`src/rtl/pdp8_mem_pkg.sv`:
```
// Shared types and constants for the PDP-8 memory-port arbiter.
package pdp8_mem_pkg;

    localparam int unsigned WORD_W    = 12;
    localparam int unsigned TMO_CNT_W = 16;

    typedef logic [WORD_W-1:0] word_t;

    typedef enum logic [1:0] {
        IDLE = 2'd0,
        REQ  = 2'd1,
        RESP = 2'd2
    } arb_state_t;

    typedef enum logic {
        PORT_CPU = 1'b0,
        PORT_BRK = 1'b1
    } port_t;

    // One latched memory transaction as presented by a requester.
    typedef struct packed {
        word_t address;
        word_t write_data;
        logic  write_enable;
    } mem_txn_t;

endpackage

```
`src/rtl/pdp8_mem_req_latch.sv`:
```
// Per-port request capture: holds one outstanding transaction and flags overruns.
module pdp8_mem_req_latch
    import pdp8_mem_pkg::*;
(
    input  logic     clk,
    input  logic     nrst,
    input  word_t    address,
    input  word_t    write_data,
    input  logic     write_enable,
    input  logic     mem_load,
    input  logic     done,
    output logic     pending,
    output mem_txn_t txn,
    output logic     overrun_c
);

    logic accept_c;

    // A strobe is taken when idle, or in the ready cycle that retires the current request.
    always_comb begin
        accept_c  = mem_load && (!pending || done);
        overrun_c = mem_load && pending && !done;
    end

    // Capture wins over retirement so a strobe in the ready cycle starts a new request.
    always_ff @(posedge clk or negedge nrst) begin
        if (!nrst) begin
            pending <= 1'b0;
            txn     <= '0;
        end else if (accept_c) begin
            pending <= 1'b1;
            txn     <= '{address: address, write_data: write_data, write_enable: write_enable};
        end else if (done) begin
            pending <= 1'b0;
        end
    end

endmodule

```
`src/rtl/pdp8_mem_arbiter.sv`:
```
// Serialises CPU and data-break transactions onto one req/ack memory port.
module pdp8_mem_arbiter
    import pdp8_mem_pkg::*;
#(
    parameter bit          BRK_PRIORITY = 1'b1,
    parameter int unsigned TIMEOUT      = 16,
    parameter word_t       TMO_DATA     = 12'o0000
) (
    input  logic  clk,
    input  logic  nrst,
    input  word_t cpu_address,
    input  word_t cpu_write_data,
    input  logic  cpu_write_enable,
    input  logic  cpu_mem_load,
    output word_t cpu_read_data,
    output logic  cpu_mem_ready,
    input  word_t brk_address,
    input  word_t brk_write_data,
    input  logic  brk_write_enable,
    input  logic  brk_mem_load,
    output word_t brk_read_data,
    output logic  brk_mem_ready,
    output word_t mem_address,
    output word_t mem_write_data,
    output logic  mem_write_enable,
    output logic  mem_req,
    input  word_t mem_read_data,
    input  logic  mem_ack,
    input  logic  clr_status,
    output logic  busy,
    output logic  grant_brk,
    output logic  overrun,
    output logic  timeout
);

    arb_state_t           state;
    logic [TMO_CNT_W-1:0] tmo_cnt;

    logic     cpu_pending;
    logic     brk_pending;
    logic     cpu_overrun_c;
    logic     brk_overrun_c;
    mem_txn_t cpu_txn;
    mem_txn_t brk_txn;

    port_t    grant_port_c;
    mem_txn_t grant_txn_c;
    logic     ack_c;
    logic     tmo_hit_c;
    logic     finish_c;
    word_t    resp_data_c;

    pdp8_mem_req_latch u_cpu_latch (
        .clk          (clk),
        .nrst         (nrst),
        .address      (cpu_address),
        .write_data   (cpu_write_data),
        .write_enable (cpu_write_enable),
        .mem_load     (cpu_mem_load),
        .done         (cpu_mem_ready),
        .pending      (cpu_pending),
        .txn          (cpu_txn),
        .overrun_c    (cpu_overrun_c)
    );

    pdp8_mem_req_latch u_brk_latch (
        .clk          (clk),
        .nrst         (nrst),
        .address      (brk_address),
        .write_data   (brk_write_data),
        .write_enable (brk_write_enable),
        .mem_load     (brk_mem_load),
        .done         (brk_mem_ready),
        .pending      (brk_pending),
        .txn          (brk_txn),
        .overrun_c    (brk_overrun_c)
    );

    // Grant choice, completion detection and the word returned to the owner.
    always_comb begin
        grant_port_c = PORT_CPU;
        // grant_brk doubles as the round-robin pointer (last owner).
        if (brk_pending && (!cpu_pending || BRK_PRIORITY || !grant_brk)) begin
            grant_port_c = PORT_BRK;
        end
        grant_txn_c = (grant_port_c == PORT_BRK) ? brk_txn : cpu_txn;

        ack_c     = (state == REQ) && mem_ack;
        tmo_hit_c = (state == REQ) && !mem_ack && (TIMEOUT != 0)
                    && (tmo_cnt == TMO_CNT_W'(TIMEOUT - 1));
        finish_c  = ack_c || tmo_hit_c;

        resp_data_c = TMO_DATA;
        if (ack_c) begin
            resp_data_c = mem_write_enable ? mem_write_data : mem_read_data;
        end
    end

    // Arbitration FSM with registered memory-side and response outputs.
    always_ff @(posedge clk or negedge nrst) begin
        if (!nrst) begin
            state            <= IDLE;
            tmo_cnt          <= '0;
            mem_req          <= 1'b0;
            mem_address      <= '0;
            mem_write_data   <= '0;
            mem_write_enable <= 1'b0;
            busy             <= 1'b0;
            grant_brk        <= 1'b0;
            cpu_read_data    <= '0;
            cpu_mem_ready    <= 1'b0;
            brk_read_data    <= '0;
            brk_mem_ready    <= 1'b0;
        end else begin
            cpu_mem_ready <= 1'b0;
            brk_mem_ready <= 1'b0;
            unique case (state)
                IDLE: begin
                    if (cpu_pending || brk_pending) begin
                        state            <= REQ;
                        mem_req          <= 1'b1;
                        busy             <= 1'b1;
                        tmo_cnt          <= '0;
                        grant_brk        <= (grant_port_c == PORT_BRK);
                        mem_address      <= grant_txn_c.address;
                        mem_write_data   <= grant_txn_c.write_data;
                        mem_write_enable <= grant_txn_c.write_enable;
                    end
                end
                REQ: begin
                    if (finish_c) begin
                        state   <= RESP;
                        mem_req <= 1'b0;
                        if (grant_brk) begin
                            brk_read_data <= resp_data_c;
                            brk_mem_ready <= 1'b1;
                        end else begin
                            cpu_read_data <= resp_data_c;
                            cpu_mem_ready <= 1'b1;
                        end
                    end else begin
                        tmo_cnt <= tmo_cnt + TMO_CNT_W'(1);
                    end
                end
                RESP: begin
                    state <= IDLE;
                    busy  <= 1'b0;
                end
                default: begin
                    state   <= IDLE;
                    mem_req <= 1'b0;
                    busy    <= 1'b0;
                end
            endcase
        end
    end

    // Sticky status: a set in the same cycle beats clr_status.
    always_ff @(posedge clk or negedge nrst) begin
        if (!nrst) begin
            overrun <= 1'b0;
            timeout <= 1'b0;
        end else begin
            if (cpu_overrun_c || brk_overrun_c) begin
                overrun <= 1'b1;
            end else if (clr_status) begin
                overrun <= 1'b0;
            end
            if (tmo_hit_c) begin
                timeout <= 1'b1;
            end else if (clr_status) begin
                timeout <= 1'b0;
            end
        end
    end

endmodule

```
`config.mk`:
```
export PLATFORM = sky130hd
export DESIGN_NAME = pdp8_mem_arbiter
export DESIGN_NICKNAME = d
export VERILOG_FILES = /design/src/rtl/pdp8_mem_pkg.sv /design/src/rtl/pdp8_mem_req_latch.sv /design/src/rtl/pdp8_mem_arbiter.sv
export SDC_FILE = /design/constraint.sdc
export NUM_CORES = 1
export LEC_CHECK = 0
export BUFFER_PORTS_ARGS = -buffer_cell sky130_fd_sc_hd__buf_4
export CORE_MARGIN = 2
export CORE_UTILIZATION = 54
export DETAILED_ROUTE_END_ITERATION = 7
export GPL_TIMING_DRIVEN = 1
export PLACE_DENSITY = 0.89
export SETUP_SLACK_MARGIN = 0.3
export SLEW_MARGIN = 30
export SYNTH_ARGS = -nofsm -noshare
export SYNTH_HDL_FRONTEND = slang
export SYNTH_SLANG_ARGS = --single-unit
```
`constraint.sdc`:
```
create_clock -name clk -period 2.05 [get_ports clk]
set_input_delay 0.205 -clock clk [delete_from_list [all_inputs] [get_ports clk]]
set_output_delay 0.205 -clock clk [all_outputs]
set_load 0.02 [all_outputs]
```
==> results.md <==
- Detailed Route Iter0 Violations: slightly above 300
- H-Tree Depth: 4
- Routed len/inst: 19.83 um
- Top cells by count, synth: 126 x dfrtp_1, 50 x mux2_2, 44 x nand2_1, 41 x o21ai_0, 38 x mux2i_1
- Die H: 104 um
- Critical Path RT: 2470 ps
- Root buffer cell: clkbuf_8
- Pwr Density: 1532 nW/um2
- Final nets: 713
- Clock insertion delay at the later pin of the skew report: around 520 ps
- CP Data Arrival Time: 2250 ps
- Critical Setup Path Class: flip-flop to flip-flop
- Worst hold path type: input port to flip-flop
- Top_reg_cell synth: dfrtp_1
- Die area: roughly 11000 um2
- Worst setup SP type: flip-flop
- Initial core utilization: 0.5550
- Syn_nets: 520
- RSZ-0062 raised after global routing: true
- Fin Clk Skew: 5.975 ps
- Post-Route Setup TNS: 0 ps
- Largest fanout on the critical path: 10
- Avg Cell Area, Syn: about 12 um2
- Fin. max-slew vios: 0
- Routed vias: between 4000 and 5000
- Layout cells sized above 1: 0.3735
- Clock sinks: 126
- Worst R2R End: tmo_cnt[7]$_DFFE_PN0P_
- TritonCTS clock tree: built
- Total grt overflow: 0
- Initial antenna violation count: 0
- Fraction of registers with async set/reset: 1.000
- Vias in the first global route: 4718
- Critical Path End Type: flip-flop
- # setup viols final: 0
- Routed WL: 15640 um
- Final worst-path cycle share: 0.8906
- CTS buffer count: 17
- Antenna diode count: 0
- Final ANT Viol Nets: 0
- Worst setup margin: ~220 ps
- Post-Place Cells: 697
- CP Launch Point: tmo_cnt[14]$_DFFE_PN0P_
- VDD IR max: around 0.85 mV
- Worst reg2reg setup slack: 220 ps
- IO Count: 124
- Ys Warns: 0
- Clock Path Buffers: 2
- DRC: 0
- Placement Rows: 36
- Routability cong.: 0.8619
- Status: complete, no violations
- Final non-filler cell total: 789
- Post-synth top area share: 0.5839
- R2R cell count: 6
- Sequential share of the synthesized area: 0.5839
- Count of cell types in the netlist: 40
- Largest net degree at the start of global routing: 51
- Max_cap viols: 0
- DP HPWL: just under 9000 um
- P_leak: 3.849 nW
- Synth Cell Area: 5400 um2
- Hold Fails Final Rpt: 0
- Worst setup path endpoint: tmo_cnt[7]$_DFFE_PN0P_
- # fillers: 531
- Yosys top cell by area: dfrtp_1
- Die W: 104 um
- Yosys reg bits: 126
- First-pass GRT wire length: between 20000 and 25000 um
- Clock-pin slew on the worst setup and hold paths: 60 ps
- IO buf count: 123
- Synth area leaders: dfrtp_1 58%, mux2_2 10%, mux2i_1 7.0%, o21ai_0 3.8%, nand2_1 3.1%
- Core area: 9729 um2
- Slew @ Worst Pin: 596.7 ps
- Global Route Usage Sum: 0.2898
- Reg-to-Reg Start: tmo_cnt[14]$_DFFE_PN0P_
- DRT Pass-1 Iters: 5
- Pre-CTS WS: around 270 ps
- Vias per cell: 5.734
- EDFF count, synth: 0
- Area growth from synthesis to layout: 44.51%
- Minimum clock period: 1826 ps
- Relative slew slack: 0.6007
- Cell with the most instances after synthesis: dfrtp_1
- Max frequency: about 550 MHz
- Cells after Synth: 451
==> sequential cells by signal, summed over array words and instances (netlist names), 2 cells and up <==
signal,cells
brk_read_data,12
cpu_read_data,12
mem_address,12
mem_write_data,12
state,2
tmo_cnt,16
u_brk_latch.txn,25
u_cpu_latch.txn,25
==> critical path, cell delays in order, from the launching register on <==
cell	delay [ps]
dfrtp_1	470
nor4_4	360
nand4_1	260
a21oi_2	240
buf_6	170
o21ai_0	130
o31ai_1	100
==> cell type report <==
cell class / instances / area (um2) / area share
Multi-Input combinational cell: 292 / 2171 / 0.2782
Clock inverter: 6 / 130.1 / 0.01667
Timing Repair Buffer: 198 / 1658 / 0.2124
Inverter: 9 / 33.78 / 0.004329
Sequential cell: 126 / 3161 / 0.4050
Clock buffer: 25 / 484.2 / 0.06205
Tap cell: 133 / 166.4 / 0.02132
==> worst min path at each step <==
stage / from / end / slack [ps] / cells after the start
global route: mem_ack / state[1]$_DFFE_PN0P_ / 20 / 2
detailed placement: nrst / mem_address[5]$_DFFE_PN0P_ / 210 / 1
CTS: mem_ack / state[1]$_DFFE_PN0P_ / 10 / 2
finish: mem_ack / state[1]$_DFFE_PN0P_ / 30 / 2
floorplan: nrst / brk_mem_ready$_DFF_PN0_ / -90 / 0
global placement: nrst / u_brk_latch.txn[18]$_DFFE_PN0P_ / 200 / 1
==> cells in the final DEF, fill, tap and decap left out, types with 2 or more instances in the layout <==
cell	Yosys	routed
nand4_1	6	6
nor4_2	3	2
a21oi_1	5	5
mux2_2	50	50
bufinv_16	0	4
nor2_2	1	2
o21ai_0	41	40
buf_4	2	141
nand2b_1	5	5
nor4_4	0	2
a22o_1	14	14
o31ai_1	2	2
inv_1	8	8
dlygate4sd3_1	0	54
o21a_1	2	2
clkbuf_8	0	5
a21o_1	17	17
dfrtp_1	126	120
o22ai_1	2	2
dfrtp_2	0	6
mux2i_1	38	38
a31oi_1	3	3
nor2_1	19	17
nand3_1	6	6
clkbuf_1	11	4
clkbuf_16	0	16
clkinv_2	0	2
nand2_1	44	43
nor3_1	18	17
==> routing by layer <==
metal	GRT usage	wire (um)
met1	0.3325	5718
met3	0.07957	1009
met2	0.4995	8194
met4	0.1448	720
met5	0	0
==> where the power goes <==
| group | total, mW | switching, mW | internal, mW |
|---|---|---|---|
| clock network | 3.13 | 1.03 | 2.10 |
| registers | 4.35 | 0.801 | 3.55 |
| logic | 4.48 | 2.36 | 2.12 |
| total | 12.0 | 4.19 | 7.76 |
==> per-stage QoR <==
| step | total power [mW] | cell area (um2) | util | hold WS (ps) |
|---|---|---|---|---|
| global route | 12.54 | 7804 | 0.8021 | 18.96 |
| CTS | 11.74 | 7696 | 0.7910 | 14.46 |
| global placement | 8.206 | 6489 | 0.6669 | 198.2 |
| detailed placement | 8.495 | 6516 | 0.6698 | 207.3 |
| finish | 11.95 | 7804 | 0.8021 | 34.91 |
| floorplan | 6.796 | 5400 | - | -90.59 |
==> timing repair <==
item | in CTS | in global routing
hold buffers | 54 | 0
setup endpoints to repair | 25 | 37
hold endpoints to repair | 90 | 0
buffers inserted | 0 | 7
pin swaps | 0 | 8
gates resized for setup | 5 | 15
==> cell families (layout without fill, tap and decap cells) <==
kind of cell	after synthesis	count (layout)	share of synthesized area
AO/OA/AOI/OAI	92	92	0.1103
AND/OR/NAND/NOR	111	111	0.09963
multiplexers	88	88	0.1747
flip-flops	126	126	0.5839
buffers and inverters	33	238	0.02919
adder cells (fa/ha/maj)	1	1	0.002317
Note: power is estimated with default switching activity, not from simulation.
